File: config.mk
export PLATFORM = sky130hd
export DESIGN_NAME = basket_checkout_sequencer_flat
export DESIGN_NICKNAME = d
export VERILOG_FILES = /design/src/rtl/basket_checkout_sequencer_if.sv /design/src/rtl/basket_checkout_sequencer.sv /design/src/flat_wrapper.sv
export SDC_FILE = /design/constraint.sdc
export NUM_CORES = 1
export LEC_CHECK = 0
export BUFFER_PORTS_ARGS = -buffer_cell sky130_fd_sc_hd__buf_2
export CORE_MARGIN = 2
export CORE_UTILIZATION = 24
export CTS_BUF_LIST = sky130_fd_sc_hd__clkbuf_8
export DETAILED_ROUTE_END_ITERATION = 10
export SYNTH_ARGS = -nofsm -noshare
export SYNTH_HDL_FRONTEND = slang
export SYNTH_SLANG_ARGS = --single-unit
File: constraint.sdc
create_clock -name CLOCK_50 -period 7.55 [get_ports CLOCK_50]
set_clock_uncertainty 0.15 [all_clocks]
set_input_delay 0 -clock CLOCK_50 [delete_from_list [all_inputs] [get_ports CLOCK_50]]
set_output_delay 0 -clock CLOCK_50 [all_outputs]
set_load 0.01 [all_outputs]
File: src/rtl/basket_checkout_sequencer_if.sv
// basket_checkout_sequencer_if: request/status, price ROM and VGA sharing signals of the checkout sequencer.
interface basket_checkout_sequencer_if;
    logic        ADD_REQ;
    logic        CANCEL_REQ;
    logic        CLEAR_REQ;
    logic [3:0]  REQ_ID;
    logic [3:0]  REQ_QTT;
    logic        BUSY;
    logic        DONE;
    logic        ERR;
    logic [15:0] T_PRICE;
    logic [3:0]  ITEM_COUNT;
    logic        ROM_RD;
    logic [3:0]  ROM_ADDR;
    logic [15:0] ROM_DATA;
    logic        VGA_ROM_REQ;
    logic [3:0]  VGA_ROM_ADDR;
    logic        VGA_ROM_GNT;
    logic        VGA_ROM_VALID;

    modport slave (
        input  ADD_REQ, CANCEL_REQ, CLEAR_REQ, REQ_ID, REQ_QTT, ROM_DATA, VGA_ROM_REQ, VGA_ROM_ADDR,
        output BUSY, DONE, ERR, T_PRICE, ITEM_COUNT, ROM_RD, ROM_ADDR, VGA_ROM_GNT, VGA_ROM_VALID
    );

    modport master (
        output ADD_REQ, CANCEL_REQ, CLEAR_REQ, REQ_ID, REQ_QTT, ROM_DATA, VGA_ROM_REQ, VGA_ROM_ADDR,
        input  BUSY, DONE, ERR, T_PRICE, ITEM_COUNT, ROM_RD, ROM_ADDR, VGA_ROM_GNT, VGA_ROM_VALID
    );
endinterface

File: src/rtl/basket_checkout_sequencer.sv
// basket_checkout_sequencer: add/cancel/clear sequencer with shared price ROM and subtotal LIFO.
// Optional BULK_DISCOUNT_EN adds a DISC state taking 1/8 off adds with quantity >= BULK_QTT.
module basket_checkout_sequencer #(
    parameter int MAX_ITEMS    = 12,
    parameter int NUM_PRODUCTS = 12,
    parameter int STARVE_LIMIT = 8
`ifdef BULK_DISCOUNT_EN
    , parameter int BULK_QTT   = 5
`endif
) (
    input logic                        CLOCK_50,
    input logic                        RESET_N,
    basket_checkout_sequencer_if.slave bus
);
    localparam int              WW    = $clog2(STARVE_LIMIT + 1);
    localparam logic [4:0]      NPROD = 5'(NUM_PRODUCTS);
    localparam logic [3:0]      MAXC  = 4'(MAX_ITEMS);
    localparam logic [WW-1:0]   SLIM  = WW'(STARVE_LIMIT);
`ifdef BULK_DISCOUNT_EN
    localparam logic [3:0]      BQ    = 4'(BULK_QTT);
`endif

    typedef enum logic [2:0] {
        IDLE, ARB, LAT, MUL, ACC, POP, FIN
`ifdef BULK_DISCOUNT_EN
        , DISC
`endif
    } state_t;

    state_t        state_q;
    logic [WW-1:0] wait_q;
    logic [3:0]    id_q;
    logic [3:0]    qtt_q;
    logic [3:0]    cnt_q;
    logic [1:0]    it_q;
    logic [19:0]   mcand_q;
    logic [19:0]   prod_q;
    logic [15:0]   total_q;
    logic          busy_q;
    logic          done_q;
    logic          err_q;
    logic          vvalid_q;
    logic [15:0]   lifo_q [MAX_ITEMS];
    logic          seq_gnt;
    logic          push;
    logic [20:0]   sum;

    // The sequencer owns the ROM only in ARB when VGA is idle or has starved it long enough
    assign seq_gnt           = state_q == ARB && (!bus.VGA_ROM_REQ || wait_q == SLIM);
    assign bus.ROM_RD        = seq_gnt | bus.VGA_ROM_REQ;
    assign bus.ROM_ADDR      = seq_gnt ? id_q : bus.VGA_ROM_ADDR;
    assign bus.VGA_ROM_GNT   = bus.VGA_ROM_REQ & !seq_gnt;
    assign bus.VGA_ROM_VALID = vvalid_q;
    assign bus.BUSY          = busy_q;
    assign bus.DONE          = done_q;
    assign bus.ERR           = err_q;
    assign bus.T_PRICE       = total_q;
    assign bus.ITEM_COUNT    = cnt_q;

    assign sum  = {5'd0, total_q} + {1'b0, prod_q};
    assign push = state_q == ACC && sum[20:16] == 5'd0;

    always_ff @(posedge CLOCK_50 or negedge RESET_N) begin
        if (!RESET_N) begin
            state_q  <= IDLE;
            wait_q   <= '0;
            id_q     <= '0;
            qtt_q    <= '0;
            cnt_q    <= '0;
            it_q     <= '0;
            mcand_q  <= '0;
            prod_q   <= '0;
            total_q  <= '0;
            busy_q   <= 1'b0;
            done_q   <= 1'b0;
            err_q    <= 1'b0;
            vvalid_q <= 1'b0;
        end else begin
            done_q   <= 1'b0;
            err_q    <= 1'b0;
            vvalid_q <= bus.VGA_ROM_GNT;
            case (state_q)
                IDLE: begin
                    if (bus.CLEAR_REQ) begin
                        total_q <= '0;
                        cnt_q   <= '0;
                        done_q  <= 1'b1;
                        state_q <= FIN;
                    end else if (bus.CANCEL_REQ) begin
                        busy_q  <= 1'b1;
                        state_q <= POP;
                    end else if (bus.ADD_REQ) begin
                        id_q  <= bus.REQ_ID;
                        qtt_q <= bus.REQ_QTT;
                        if (bus.REQ_QTT == 4'd0 || {1'b0, bus.REQ_ID} >= NPROD || cnt_q == MAXC) begin
                            done_q  <= 1'b1;
                            err_q   <= 1'b1;
                            state_q <= FIN;
                        end else begin
                            busy_q  <= 1'b1;
                            state_q <= ARB;
                        end
                    end
                end
                ARB: begin
                    if (seq_gnt) begin
                        wait_q  <= '0;
                        state_q <= LAT;
                    end else begin
                        wait_q  <= wait_q + WW'(1);
                    end
                end
                LAT: begin
                    mcand_q <= {4'd0, bus.ROM_DATA};
                    prod_q  <= '0;
                    it_q    <= '0;
                    state_q <= MUL;
                end
                MUL: begin
                    prod_q  <= prod_q + (qtt_q[it_q] ? mcand_q : 20'd0);
                    mcand_q <= mcand_q << 1;
                    it_q    <= it_q + 2'd1;
                    if (it_q == 2'd3) begin
`ifdef BULK_DISCOUNT_EN
                        state_q <= qtt_q >= BQ ? DISC : ACC;
`else
                        state_q <= ACC;
`endif
                    end
                end
`ifdef BULK_DISCOUNT_EN
                DISC: begin
                    prod_q  <= prod_q - (prod_q >> 3);
                    state_q <= ACC;
                end
`endif
                ACC: begin
                    if (push) begin
                        total_q <= sum[15:0];
                        cnt_q   <= cnt_q + 4'd1;
                    end else begin
                        err_q   <= 1'b1;
                    end
                    busy_q  <= 1'b0;
                    done_q  <= 1'b1;
                    state_q <= FIN;
                end
                POP: begin
                    if (cnt_q == 4'd0) begin
                        err_q   <= 1'b1;
                    end else begin
                        total_q <= total_q - lifo_q[cnt_q - 4'd1];
                        cnt_q   <= cnt_q - 4'd1;
                    end
                    busy_q  <= 1'b0;
                    done_q  <= 1'b1;
                    state_q <= FIN;
                end
                FIN:     state_q <= IDLE;
                default: state_q <= IDLE;
            endcase
        end
    end

    // ITEM_COUNT doubles as the LIFO pointer, so the store needs no reset
    always_ff @(posedge CLOCK_50) begin
        if (push) lifo_q[cnt_q] <= prod_q[15:0];
    end
endmodule

File: src/flat_wrapper.sv
// flat-port wrapper written by rule: the top's interface ports become plain ports
module basket_checkout_sequencer_flat 
#(
    parameter int MAX_ITEMS    = 12,
    parameter int NUM_PRODUCTS = 12,
    parameter int STARVE_LIMIT = 8

)
  (CLOCK_50, RESET_N, bus_ADD_REQ, bus_CANCEL_REQ, bus_CLEAR_REQ, bus_REQ_ID, bus_REQ_QTT, bus_ROM_DATA, bus_VGA_ROM_REQ, bus_VGA_ROM_ADDR, bus_BUSY, bus_DONE, bus_ERR, bus_T_PRICE, bus_ITEM_COUNT, bus_ROM_RD, bus_ROM_ADDR, bus_VGA_ROM_GNT, bus_VGA_ROM_VALID);
  basket_checkout_sequencer_if bus_i ();
  input logic CLOCK_50;
  input logic RESET_N;
  input wire logic [$bits(bus_i.ADD_REQ)-1:0] bus_ADD_REQ;
  input wire logic [$bits(bus_i.CANCEL_REQ)-1:0] bus_CANCEL_REQ;
  input wire logic [$bits(bus_i.CLEAR_REQ)-1:0] bus_CLEAR_REQ;
  input wire logic [$bits(bus_i.REQ_ID)-1:0] bus_REQ_ID;
  input wire logic [$bits(bus_i.REQ_QTT)-1:0] bus_REQ_QTT;
  input wire logic [$bits(bus_i.ROM_DATA)-1:0] bus_ROM_DATA;
  input wire logic [$bits(bus_i.VGA_ROM_REQ)-1:0] bus_VGA_ROM_REQ;
  input wire logic [$bits(bus_i.VGA_ROM_ADDR)-1:0] bus_VGA_ROM_ADDR;
  output wire logic [$bits(bus_i.BUSY)-1:0] bus_BUSY;
  output wire logic [$bits(bus_i.DONE)-1:0] bus_DONE;
  output wire logic [$bits(bus_i.ERR)-1:0] bus_ERR;
  output wire logic [$bits(bus_i.T_PRICE)-1:0] bus_T_PRICE;
  output wire logic [$bits(bus_i.ITEM_COUNT)-1:0] bus_ITEM_COUNT;
  output wire logic [$bits(bus_i.ROM_RD)-1:0] bus_ROM_RD;
  output wire logic [$bits(bus_i.ROM_ADDR)-1:0] bus_ROM_ADDR;
  output wire logic [$bits(bus_i.VGA_ROM_GNT)-1:0] bus_VGA_ROM_GNT;
  output wire logic [$bits(bus_i.VGA_ROM_VALID)-1:0] bus_VGA_ROM_VALID;
  assign bus_i.ADD_REQ = bus_ADD_REQ;
  assign bus_i.CANCEL_REQ = bus_CANCEL_REQ;
  assign bus_i.CLEAR_REQ = bus_CLEAR_REQ;
  assign bus_i.REQ_ID = bus_REQ_ID;
  assign bus_i.REQ_QTT = bus_REQ_QTT;
  assign bus_i.ROM_DATA = bus_ROM_DATA;
  assign bus_i.VGA_ROM_REQ = bus_VGA_ROM_REQ;
  assign bus_i.VGA_ROM_ADDR = bus_VGA_ROM_ADDR;
  assign bus_BUSY = bus_i.BUSY;
  assign bus_DONE = bus_i.DONE;
  assign bus_ERR = bus_i.ERR;
  assign bus_T_PRICE = bus_i.T_PRICE;
  assign bus_ITEM_COUNT = bus_i.ITEM_COUNT;
  assign bus_ROM_RD = bus_i.ROM_RD;
  assign bus_ROM_ADDR = bus_i.ROM_ADDR;
  assign bus_VGA_ROM_GNT = bus_i.VGA_ROM_GNT;
  assign bus_VGA_ROM_VALID = bus_i.VGA_ROM_VALID;
  basket_checkout_sequencer #(.MAX_ITEMS(MAX_ITEMS), .NUM_PRODUCTS(NUM_PRODUCTS), .STARVE_LIMIT(STARVE_LIMIT)) u_core (.CLOCK_50(CLOCK_50), .RESET_N(RESET_N), .bus(bus_i));
endmodule
After elaboration in Yosys (flattened, before gate mapping)
Memories as Yosys holds them, arrays and structs flattened.
Index checks and enable logic that the tools add are counted.
W data, S select, Z words.
- output and inout bits: 30
- bits in read-only memories: 0
- memories: 1
- logic and storage cells: 102
- latch bits: 0
- flip-flop bits (word level): 81
- bits of input ports: 34
- memory bits (writable): 192
- memories (name ; depth ; width ; read ports ; clocked after Yosys merged registers in ; wr ports ; line ; text):
    u_core.lifo_q ; 12 ; 16 ; 1 ; 0 ; 1 ; basket_checkout_sequencer.sv:43 ; logic [15:0] lifo_q [MAX_ITEMS];
- reductions and logical operators: 19
- add/subtract/negate cells: 7
- divide/modulo/power cells: 0
- shift-type cells: 0
- mux-type cells: 39
- eq/ne operators: 17
- bitwise operators: 4
- multiply operators: 0
- $lt $le $gt $ge: 2
- operator list (cell ; number):
    $pmux W20 S2 ; 2
    $mux W16 ; 3
    $pmux W16 S3 ; 1
    $add A16 B20 Y21 ; 1
    $add A20 B20 Y20 ; 1
    $mux W20 ; 1
    $mux W4 ; 5
    $mux W3 ; 6
    $sub A16 B16 Y16 ; 1
    $pmux W3 S5 ; 1
    $mux W1 ; 14
    $pmux W4 S3 ; 1
    $reduce_and A4 Y1 ; 3
    $add A4 B1 Y4 const B ; 2
    $eq A4 B4 Y1 const B ; 2
    $logic_not A4 Y1 ; 2
    $eq A3 B2 Y1 const B ; 2
    $eq A3 B3 Y1 const B ; 2
    $ne A2 B1 Y1 const B ; 3
    $ne A2 B2 Y1 const B ; 3
    $ne A3 B3 Y1 const B ; 2
    $logic_not A5 Y1 ; 1
    $ge A4 B4 Y1 const B ; 1
    $ne A4 B4 Y1 const B ; 1
    other kinds (20) ; 27

Logic depth before layout (Yosys ltp)
Gate-level depths: netlist (run 1).
- word-level depth: 8
- depth in mapped cells: 21
- depth with buffers taken out: 16

Least setup slack after synthesis (run 1)
Ideal clock, no wire load.
- path type: register to register
- from: reg u_core.cnt_q[0] (netlist: u_core.bus.ITEM_COUNT[0])
- to: reg u_core.total_q[14] (netlist: u_core.bus.T_PRICE[14])
- setup time: 0.125 ns
- period minus slack after synthesis: 5.704 ns
- setup slack: 1.846 ns
- data arrival time: 5.429 ns
- buffers on the path: 5
- required time: 7.275 ns
- cell stages (with the launch flop): 22
- cell sequence: dfrtp_1 clkbuf_1 buf_2 buf_1 inv_1 ha_1 clkbuf_1 clkbuf_1 mux4_2 mux2i_1 o21ai_0 ha_1 inv_1 fa_1 a211oi_1 o21a_1 o31ai_1 a2111o_1 a31oi_1 xor2_1 o22ai_1 mux2_4
- longest elaborated chain between the ends: 5
- elaborated cells on any way between the ends: 8
- those cells by class: add/sub (2); eq/ne (1); mux (2); reduce/logical (2); memory (1)
- ends and longest elaborated chain (what ; line ; text):
    start, declared ; basket_checkout_sequencer.sv:34 ; logic [3:0] cnt_q;
    start signal, assigned ; basket_checkout_sequencer.sv:140 ; cnt_q <= cnt_q + 4'd1;
    start signal, assigned ; basket_checkout_sequencer.sv:153 ; cnt_q <= cnt_q - 4'd1;
    $sub A4 B1 Y4 ; basket_checkout_sequencer.sv:152 ; total_q <= total_q - lifo_q[cnt_q - 4'd1];
    $mem_v2 Z12 W16 ; - ;
    $sub A16 B16 Y16 ; basket_checkout_sequencer.sv:152 ;
    $mux W16 ; basket_checkout_sequencer.sv:149 ; if (cnt_q == 4'd0) begin
    $pmux W16 S3 ; basket_checkout_sequencer.sv:82 ; case (state_q)
    end signal, assigned ; basket_checkout_sequencer.sv:139 ; total_q <= sum[15:0];
    end signal, assigned ; basket_checkout_sequencer.sv:152 ;
    end, declared ; basket_checkout_sequencer.sv:38 ; logic [15:0] total_q;
Several ways; a longest one is shown, not always the timed one. The select of a mux whose other input is x is not followed.
A chain may end at the register's enable or synchronous reset.

Worst setup path in the final report (run 1)
Ends and elaborated chain as after synthesis.

==> metrics.cfg, run 1 <==
[grt]
grt_start_max_net_pins = 66
track_usage = 0.114
grt_pass1_vias = 9032
grt_overflow_total = 0
grt_pass1_wl_mm = 52.7
antenna_found_initial = 1

[critical_path]
cp-start-kind = flop
path_depth = 15
crit_chain = inv_1 > ha_2 > buf_4 > mux4_2 > mux2i_1 > nor2_1 > a21oi_1 > ha_1 > a21oi_1 > o31ai_1 > a2111o_1 > a31oi_1 > xor2_1 > o22ai_1 > mux2_4
crit_family = compound AO/OA/AOI/OAI gates
worst-path-max-fanout = 33
r2r_cells = 15
crit_buf_inv = 2
cp_slowest_cell = ha_2
crit_type = reg2reg
cp_common_cell = a21oi_1
end_kind = flop
critPathRequiredTime_ns = 7.84
max_stage_delay_ns = 0.94
critPathArrivalTime_ns = 5.60

[clock_network]
ctsResizeCount = 0
hold_buffers = 32
cts_setup_buffers = 0
insertion_delay_ns = 0.59
cts_buffer_depth = 3
clk_pin_slew_ns = 0.06
htreeDepth = 2
clock_sinks = 273
cts_root_buffer = clkbuf_8
cts_tree = yes
cts_buffers = 48

[placement]
io_buffers = 63
dp_hpwl_mm = 22.8
place_congestion = 0.836

[floorplan]
dieArea_um2 = 58800
start_util = 0.243
rows = 87
ioPinCount = 64
coreArea_um2 = 56300
dieWidth_um = 243
die_y_um = 243

[sta]
min_period_ns = 5.31
setup_viol = 0
post-route-period-util = 0.703
rsz0062_at_grt = no
whs_ns = 0.0208
max_freq_mhz = 188
max_slew.worst_pin.slew_ns = 1.12
maxSlewViolCount = 0
hold_viol = 0
timing.slew.headroom = 0.256
fin_setup_tns_ns = 0

[power_and_ir_drop]
switching_share = 0.416
pwr-share-clk = 0.190
switchingPower_mw = 2.72
max-vdd-ir-drop_uv = 182
p_leak_nw = 6.31
power_frac_seq = 0.333
p_comb_frac = 0.477
intPower_mw = 3.82
cellPowerDensity_nw_per_um2 = 408

[synth]
synth_edf_count = 192
ys_async_sr_fraction = 0.297
avgSynthCellArea_um2 = 13.2
yosysSeqAreaShare = 0.571
syn_inst = 1033
synth_area_um2 = 13700
synth_warnings = 0
ys_ff_latch = 273
ys_types = 73
synth_flop_cell = edfxtp_1
synth_nets = 1127

[routing]
drt-initial-drc-count = 537
first_pass_iters = 5
wirelength_mm = 34.1
antenna_left = 0
drcViolationCount = 0
vias = 8997
wl_per_cell_um = 17.6
avgViaCountPerCell = 4.64

[finish]
syn_to_final_growth_pct = 17.4
register_area_um2 = 7800
num-fill-cells = 5756
nets = 1241
drive_gt1_frac = 0.185
multiInputGateArea_um2 = 5620

[job]
cap_violations = 0

[hold_path]
hold_path.class = in2async

[outcome]
status = finished, final reports clean

==> flip-flops by register name, indices dropped and copies added, names as in the netlist <==
signal,cells
u_core.it_q,2
u_core.prod_q,20
u_core.qtt_q,4
u_core.bus.VGA_ROM_VALID,1
u_core.bus.ITEM_COUNT,4
u_core.id_q,4
u_core.lifo_q,192
u_core.wait_q,4
u_core.bus.ERR,1
u_core.bus.BUSY,1
u_core.mcand_q,20
u_core.bus.T_PRICE,16
u_core.state_q,3
u_core.bus.DONE,1
==> cell usage after synthesis (3+ instances only) <==
master    count  area, um^2
a211o_1       4        35.0
a211oi_1      8        60.1
a21o_1       14         105
a21oi_1      57         285
a31oi_1       9        56.3
a32o_1        4        40.0
and2_1       35         219
and3_1       14        87.6
buf_1         5        18.8
buf_2         4        20.0
clkbuf_1     31         116
dfrtp_1      81        2030
edfxtp_1    192        5770
fa_1          3        60.1
ha_1         57         713
inv_1        25        93.8
mux2_2       21         236
mux2_4        5        75.1
mux2i_1      36         360
mux4_2       49        1100
nand2_1      78         293
nand2b_1     10        62.6
nand3_1       6        30.0
nand4_1       4        25.0
nor2_1       61         229
nor2b_1       8        50.1
nor3_1        8        40.0
o21a_1        7        52.6
o21ai_0      81         405
o21bai_1      3        22.5
o22ai_1      11        68.8
o31a_1        3        26.3
o31ai_1      11        82.6
or3_1         5        31.3
xnor2_1      17         149
xor2_1       19         166
==> worst paths after layout <==
path | slack, ns | from | end
worst max-delay path | 2.24 | u_core.bus.ITEM_COUNT[0] | u_core.bus.T_PRICE[14]
worst min-delay path | 0.02 | RESET_N | u_core.prod_q[12]
worst max register to register | 2.24 | u_core.bus.ITEM_COUNT[0] | u_core.bus.T_PRICE[14]
worst min register to register | 0.35 | u_core.mcand_q[11] | u_core.mcand_q[11]
max in group asynchronous | 6.34 | RESET_N | u_core.prod_q[0]
min in group CLOCK_50 | 0.06 | bus_REQ_QTT[1] | u_core.qtt_q[1]
==> routing by layer <==
metal | up-vias | part of all wire | track usage
met2 | 227 | 0.48 | 0.195
met5 | - | 0 | 0
met1 | 4526 | 0.45 | 0.150
li1 | 4199 | - | -
met3 | 45 | 0.047 | 0.0156
met4 | 0 | 0.020 | 0.0332
==> stage by stage <==
stage / power (mW) / util / setup WS [ns] / cells / cell area, um^2
4_1_cts: 6.57 / 0.285 / 2.22 / 1937 / 16000
2_1_floorplan: 4.39 / - / 1.85 / 1033 / 13700
3_5_place_dp: 5.31 / 0.264 / 2.31 / 1821 / 14800
6_report: 6.54 / 0.285 / 2.24 / 1938 / 16000
3_3_place_gp: 5.24 / 0.264 / 2.35 / 1821 / 14800
5_1_grt: 7.00 / 0.285 / 1.87 / 1938 / 16000
==> cells by family after synthesis <==
group | synth area share
muxes | 0.130
AOI/OAI and AO/OA | 0.114
DFF | 0.571
buffers and inverters | 0.0191
and+or+nand+nor | 0.0852
adders and majority gates | 0.0566
xor gates and xnor gates | 0.0243
==> worst min-delay path, stage by stage <==
cell           delay (ns)
dlygate4sd3_1        0.52
buf_4                0.11
buf_4                0.68
==> cell type report <==
class / count / share of cell area
clock inverters: 35 / 0.0115
repair buffers: 105 / 0.0445
inverters: 25 / 0.00585
flip-flops and latches: 273 / 0.486
well taps: 756 / 0.0590
diodes: 1 / 0.000156
multi-input cells: 694 / 0.350
clock buffers: 49 / 0.0421
==> layout by cell type, fill, tap and decap left out, types with 9 or more instances in the layout <==
cell type / synthesis / final
dfrtp_1: 81 / 79
edfxtp_1: 192 / 192
ha_1: 57 / 56
nor2_1: 61 / 61
xor2_1: 19 / 19
nand2_1: 78 / 78
dlygate4sd3_1: 0 / 32
o31ai_1: 11 / 11
mux2i_1: 36 / 36
and3_1: 14 / 14
clkinv_1: 0 / 9
o21ai_0: 81 / 81
o22ai_1: 11 / 11
a21o_1: 14 / 14
a31oi_1: 9 / 9
a21oi_1: 57 / 57
xnor2_1: 17 / 16
buf_2: 4 / 62
inv_1: 25 / 45
mux4_2: 49 / 49
nand2b_1: 10 / 9
clkbuf_8: 0 / 49
and2_1: 35 / 35
buf_4: 0 / 11
mux2_2: 21 / 21
==> power by group through the flow <==
stage          clock network, mW  registers [mW]  logic (mW)
2_1_floorplan                  0            2.08        2.31
3_3_place_gp                   0            2.20        3.05
3_5_place_dp                   0            2.21        3.10
4_1_cts                     1.26            2.18        3.13
5_1_grt                     1.33            2.22        3.45
6_report                    1.24            2.18        3.12
Power figures use the tool's default switching activity.
==> run 2, diff against run 1 <==
Clock period 7.55 ns to 5.1 ns, I/O delays scaled along.
==> metrics.cfg, run 2 (synthesized netlist as in run 1, its figures left out) <==
[floorplan]
ioPinCount = 64
dieWidth_um = 243
die_y_um = 243
dieArea_um2 = 58800
start_util = 0.243
coreArea_um2 = 56300
rows = 87

[critical_path]
end_kind = flop
critPathRequiredTime_ns = 5.43
cp_common_cell = a21oi_1
crit_buf_inv = 2
worst-path-max-fanout = 24
cp-start-kind = flop
cp_slowest_cell = ha_2
max_stage_delay_ns = 0.72
crit_chain = inv_1 > ha_2 > buf_12 > mux4_2 > mux2i_1 > nor2_1 > a21oi_1 > ha_1 > a21o_1 > a21oi_1 > o31ai_1 > a2111o_1 > a31oi_1 > xor2_1 > o22ai_1 > mux2_4
crit_family = compound AO/OA/AOI/OAI gates
critPathArrivalTime_ns = 5.05
crit_type = reg2reg

[sta]
maxSlewViolCount = 0
max_slew.worst_pin.slew_ns = 1.11
timing.slew.headroom = 0.262
setup_viol = 0
max_freq_mhz = 212
whs_ns = 0.0521
post-route-period-util = 0.926
min_period_ns = 4.72
hold_viol = 0
setup_ws_ns = 0.378
fin_setup_tns_ns = 0
rsz0062_at_grt = no

[hold_path]
hold_path.class = in2reg

[clock_network]
cts_root_buffer = clkbuf_8
clk_pin_slew_ns = 0.06
insertion_delay_ns = 0.59
cts_setup_buffers = 0
cts_buffer_depth = 3
hold_buffers = 34
htreeDepth = 2
clock_sinks = 273
cts_buffers = 47
ctsResizeCount = 0
cts_tree = yes

[routing]
wirelength_mm = 34.3
antenna_left = 0
vias = 9196
drt-initial-drc-count = 676
avgViaCountPerCell = 4.68
highest_layer = met4
drcViolationCount = 0
wl_met2_mm = 16.2
drt-met1-wl_mm = 15.5
wl_per_cell_um = 17.5
met3WireLength_mm = 1.73
first_pass_iters = 8

[finish]
final_common_cell = edfxtp_1
finalInstanceArea_um2 = 16400
regMostFlops = u_core.lifo_q
drive_gt1_frac = 0.208
post-route-util = 0.291
fin_cells = 1964
largest_register_ffs = 192
syn_to_final_growth_pct = 19.9
top_regs = u_core.lifo_q x192, u_core.mcand_q x20, u_core.prod_q x20
nets = 1266
most-common-layout-cells = 192 x edfxtp_1, 81 x o21ai_0, 79 x dfrtp_1, 78 x nand2_1, 62 x buf_2

[placement]
place_inst = 1845
dp_hpwl_mm = 23.4
io_buffers = 63
dp_slack_ns = 0.443
placed_area_um2 = 15100
place_congestion = 0.857

[power_and_ir_drop]
p_leak_nw = 6.49
max-vdd-ir-drop_uv = 264
p_total_mw = 9.97
cellPowerDensity_nw_per_um2 = 609

[grt]
grt_pass1_wl_mm = 54.2
grt_pass1_vias = 9602
grt_overflow_total = 0
track_usage = 0.117
antenna_found_initial = 1
grt_start_max_net_pins = 65

[job]
cap_violations = 0

[outcome]
status = finished, final reports clean

==> run 2: layout make-up <==
type,count,area [um^2]
well taps,756,946
multi-input cells,694,5630
diodes,1,2.50
repair buffers,131,936
clock inverters,37,329
flip-flops and latches,273,7800
inverters,25,93.8
clock buffers,47,647
fillers,5678,39900
==> run 2: power by group <==
group / switching (mW) / total [mW] / internal [mW]
logic: 2.73 / 4.71 / 1.97
registers: 0.402 / 3.18 / 2.78
clock network: 0.915 / 2.09 / 1.17
==> run 2: worst register-to-register path, stage by stage, from the launching register on <==
cell	delay (ns)
dfrtp_1	0.47
inv_1	0.12
ha_2	0.72
buf_12	0.28
mux4_2	0.31
mux2i_1	0.25
nor2_1	0.07
a21oi_1	0.23
ha_1	0.33
a21o_1	0.20
a21oi_1	0.14
o31ai_1	0.14
a2111o_1	0.44
a31oi_1	0.21
xor2_1	0.16
o22ai_1	0.10
mux2_4	0.30
==> run 2: per-layer routing <==
layer  vias up  GRT usage
met1      4634      0.154
li1       4244          -
met5         -          0
met2       256      0.194
met3        62     0.0189
met4         0     0.0392
==> run 2: path summary, 6_finish.rpt <==
kind	startpoint	to	slack, ns	depth (start not counted)
min reg2reg	u_core.mcand_q[19]	u_core.mcand_q[19]	0.35	2
min in group asynchronous	RESET_N	u_core.mcand_q[2]	0.32	4
min	bus_REQ_ID[1]	u_core.id_q[1]	0.05	3
max reg2reg	u_core.bus.ITEM_COUNT[1]	u_core.bus.T_PRICE[14]	0.38	16
max in group asynchronous	RESET_N	u_core.bus.ITEM_COUNT[0]	3.73	4
max	u_core.bus.ITEM_COUNT[1]	u_core.bus.T_PRICE[14]	0.38	16
